<file path="config.mk">
export PLATFORM = sky130hd
export DESIGN_NAME = md_sched
export DESIGN_NICKNAME = d
export VERILOG_FILES = /design/src/rtl/md_sched.sv
export SDC_FILE = /design/constraint.sdc
export NUM_CORES = 1
export LEC_CHECK = 0
export ABC_AREA = 1
export CORE_AREA = 2 2 39 41
export CTS_BUF_LIST = sky130_fd_sc_hd__clkbuf_16
export DETAILED_ROUTE_END_ITERATION = 8
export DIE_AREA = 0 0 41 43
export GPL_TIMING_DRIVEN = 0
export PLACE_DENSITY = 0.54
export RECOVER_POWER = 25
export SLEW_MARGIN = 20
export SYNTH_ARGS = -nofsm -noshare
export SYNTH_HDL_FRONTEND = slang
export SYNTH_SLANG_ARGS = --single-unit
</file>
<file path="constraint.sdc">
create_clock -name clk -period 3.2 [get_ports clk]
set_input_delay 0.32 -clock clk [delete_from_list [all_inputs] [get_ports clk]]
set_output_delay 0.32 -clock clk [all_outputs]
set_load 0.02 [all_outputs]
</file>
<file path="src/rtl/md_sched.sv">
// Multiply/divide sequencer: counts fixed op latency, pulses the HI/LO commit
// and stalls D-stage HI/LO users while an op is pending.
module md_sched #(
    parameter int MULT_CYCLES = 5,
    parameter int DIV_CYCLES  = 10
) (
    input  logic       clk,
    input  logic       reset,
    input  logic       start,
    input  logic [1:0] op_E,
    input  logic       md_D,
    input  logic       IntReq,
    input  logic       eret,
    output logic       busy,
    output logic [1:0] op_cur,
    output logic       hilo_we,
    output logic       stall_FD,
    output logic       E_clr
);

    localparam logic [3:0] MULT_N = 4'(MULT_CYCLES);
    localparam logic [3:0] DIV_N  = 4'(DIV_CYCLES);

    logic [3:0] cnt;
    logic       flush;
    logic       start_eff;
    logic       stall;

    assign flush     = IntReq | eret;
    assign busy      = (cnt != 4'd0);
    assign hilo_we   = (cnt == 4'd1);
    assign start_eff = start & ~busy & ~flush;

    // A flush drops a fresh start but never cancels an op already counting.
    always_ff @(posedge clk) begin
        if (reset) begin
            cnt    <= 4'd0;
            op_cur <= 2'b00;
        end else if (start_eff) begin
            cnt    <= op_E[1] ? DIV_N : MULT_N;
            op_cur <= op_E;
        end else if (busy) begin
            cnt    <= cnt - 4'd1;
        end
    end

    assign stall    = md_D & (start | busy) & ~flush;
    assign stall_FD = stall;
    assign E_clr    = stall;

endmodule
</file>
==> flow_summary.toml <==
[route]
drt_first_iter_violations = 1
vias = 357
drc = 0
routed_via_density = 4.10
routed_wl_um = 802
postRouteAntennaNets = 0
wl_per_cell_um = 9.22
first_pass_iters = 3

[cts]
h-tree-depth = 1
root_buffer = "clkbuf_16"
clk_pin_slew_ns = 0.03
holdBufCountCts = 0
clk_path_buf_depth = 2
cts-resized-gates = 0
cts.sinks = 6
numCtsBuffers = 3
insertion_delay_ns = 0.23
cts_tree = "done"
post-cts-setup-buffers = 0

[synth]
syn_inst = 55
syn_avg_cell_area_sq_um = 6.55
synth_seq_cells = 6
synth_most_common_cell = "nand2_1"
netlist_area_sq_um = 360
yosys_warnings = 0
synthTopCellsByArea = "dfxtp_1 33%, nand3_1 15%, nand2_1 13%, inv_1 9.4%, ha_1 6.9%"
synth_top_area_cell = "dfxtp_1"
synth_edf_count = 0
synth_cell_type_count = 13
synth_top_cell_area_share_pct = 33.3
synth_nets = 65
ys_seq_area_share_pct = 33.3
ys.flop_type = "dfxtp_1"
async_flop_share_pct = 0
synthTopCellsByCount = "12 x nand2_1, 11 x nand3_1, 9 x inv_1"

[final_layout]
syn2layout_area_growth_pct = 60.4
diodes = 0
fin_cells = 87
stdcell_area_sq_um = 578
layout-drive-gt1-share_pct = 9.86
fillerInstances = 154
nets = 83

[critical_path]
crit_arrival_ns = 1.96
end_kind = "output port"
cp_max_fo = 4
required_ns = 2.88
worstSetupPathType = "reg -> out"
ff2ff_path_depth = 7
cp-start-kind = "flip-flop"

[die]
fp-row-count = 14
io_pins = 14
initial_core_util_pct = 26.0
core_sq_um = 1380
fp.dieArea_sq_um = 1760
die_w_um = 41
die_h_um = 43

[global_routing]
antenna_found_initial = 0
grt_max_degree = 8
grt_pass1_vias = 304
track_usage_pct = 13.1
grt_overflow_total = 0
grt_pass1_wl_um = 1340

[sta]
rsz0062_at_grt = "false"
fmax_mhz = 438
fin_crit_sh_pct = 71.3
fin_skew_ns = 0.000703
fin_crit_ns = 2.28
tightest_slew_ns = 0.380
worst_slack_ns = 0.918
setup_viol = 0
tns_ns = 0
finalHoldViolCount = 0
maxSlewViolCount = 0
slew_headroom_pct = 74.6

[power]
leakage_nw = 0.282
p_total_w = 0.000536
ir_drop_uv = 382
power.density_nw_per_um2 = 927

[placed_design]
dpl.hpwl_um = 642
dp_slack_ns = 1.15
place_inst = 84
placed_area_sq_um = 510
port_buffers = 13
place.gp.congestion = 0.652

[job]
drv_cap = 0

[worst_hold_path]
hp-class = "reg -> reg"
holdPathStages = 2

[run_status]
status = "completed"
==> layout make-up <==
cell class,instances,area [sq um],share of cell area [%]
multi-input cells,37,184,31.8
repair buffers,13,130,22.5
flip-flops and latches,6,120,20.8
clock buffers,3,75.1,13.0
inverters,11,41.3,7.14
well taps,16,20.0,3.46
plain buffers,1,7.51,1.30
==> stage by stage <==
stage          hold WS [ns]  util, %
5_1_grt               0.509     41.8
4_1_cts               0.461     42.3
3_3_place_gp          0.458     36.9
3_5_place_dp          0.457     36.9
2_1_floorplan         0.389        -
6_report              0.459     41.8
==> metal layers <==
layer / track usage [%] / up-vias / part of all wire (%)
li1: - / 203 / -
met1: 15.8 / 144 / 47
met2: 13.1 / 6 / 43
met3: 9.42 / 4 / 5.0
met4: 14.0 / 0 / 4.5
met5: 0 / - / 0
==> worst max-delay path: stages (launching register included) <==
cell	delay, ns
dfxtp_1	0.32
inv_1	0.09
ha_1	0.23
nand3_1	0.18
o211ai_1	0.20
inv_1	0.07
buf_4	0.12
clkdlybuf4s50_1	0.52
==> state kept, by name, indices dropped and copies added (netlist names) <==
name / count
cnt: 4
op_cur: 2
==> path summary, 6_finish.rpt <==
kind | slack, ns | startpoint | to
worst max-delay path | 0.92 | cnt[0] | stall_FD
worst min register to register | 0.46 | op_cur[0] | op_cur[0]
worst min-delay path | 0.46 | op_cur[0] | op_cur[0]
worst max register to register | 1.73 | cnt[0] | cnt[2]
==> power by group <==
group,internal [W],switching (W)
Combinational,0.0000977,0.000126
Sequential,0.0000952,0.0000150
Clock,0.000160,0.0000417
Total,0.000353,0.000183
==> logic make-up after synthesis <==
kind of cell	Yosys count	share of synthesized area [%]
AOI/OAI and AO/OA	3	4.86
xor gates and xnor gates	1	2.43
DFF	6	33.3
and+or+nand+nor	31	38.9
adders and majority gates	2	6.94
buffers and inverters	12	13.5
==> layout by cell type (no fill, tap or decap) <==
cell             synthesis  layout
clkdlybuf4s50_1          0      13
ha_1                     2       2
clkbuf_16                0       3
o211ai_1                 1       1
nand2_1                 12      12
xnor2_1                  1       1
dfxtp_1                  6       6
inv_2                    2       2
buf_4                    1       1
nor2_1                   6       7
a21oi_1                  2       2
inv_1                    9       9
nand2_2                  1       1
nand3_1                 11      11
(Power assumes the default switching activity.)
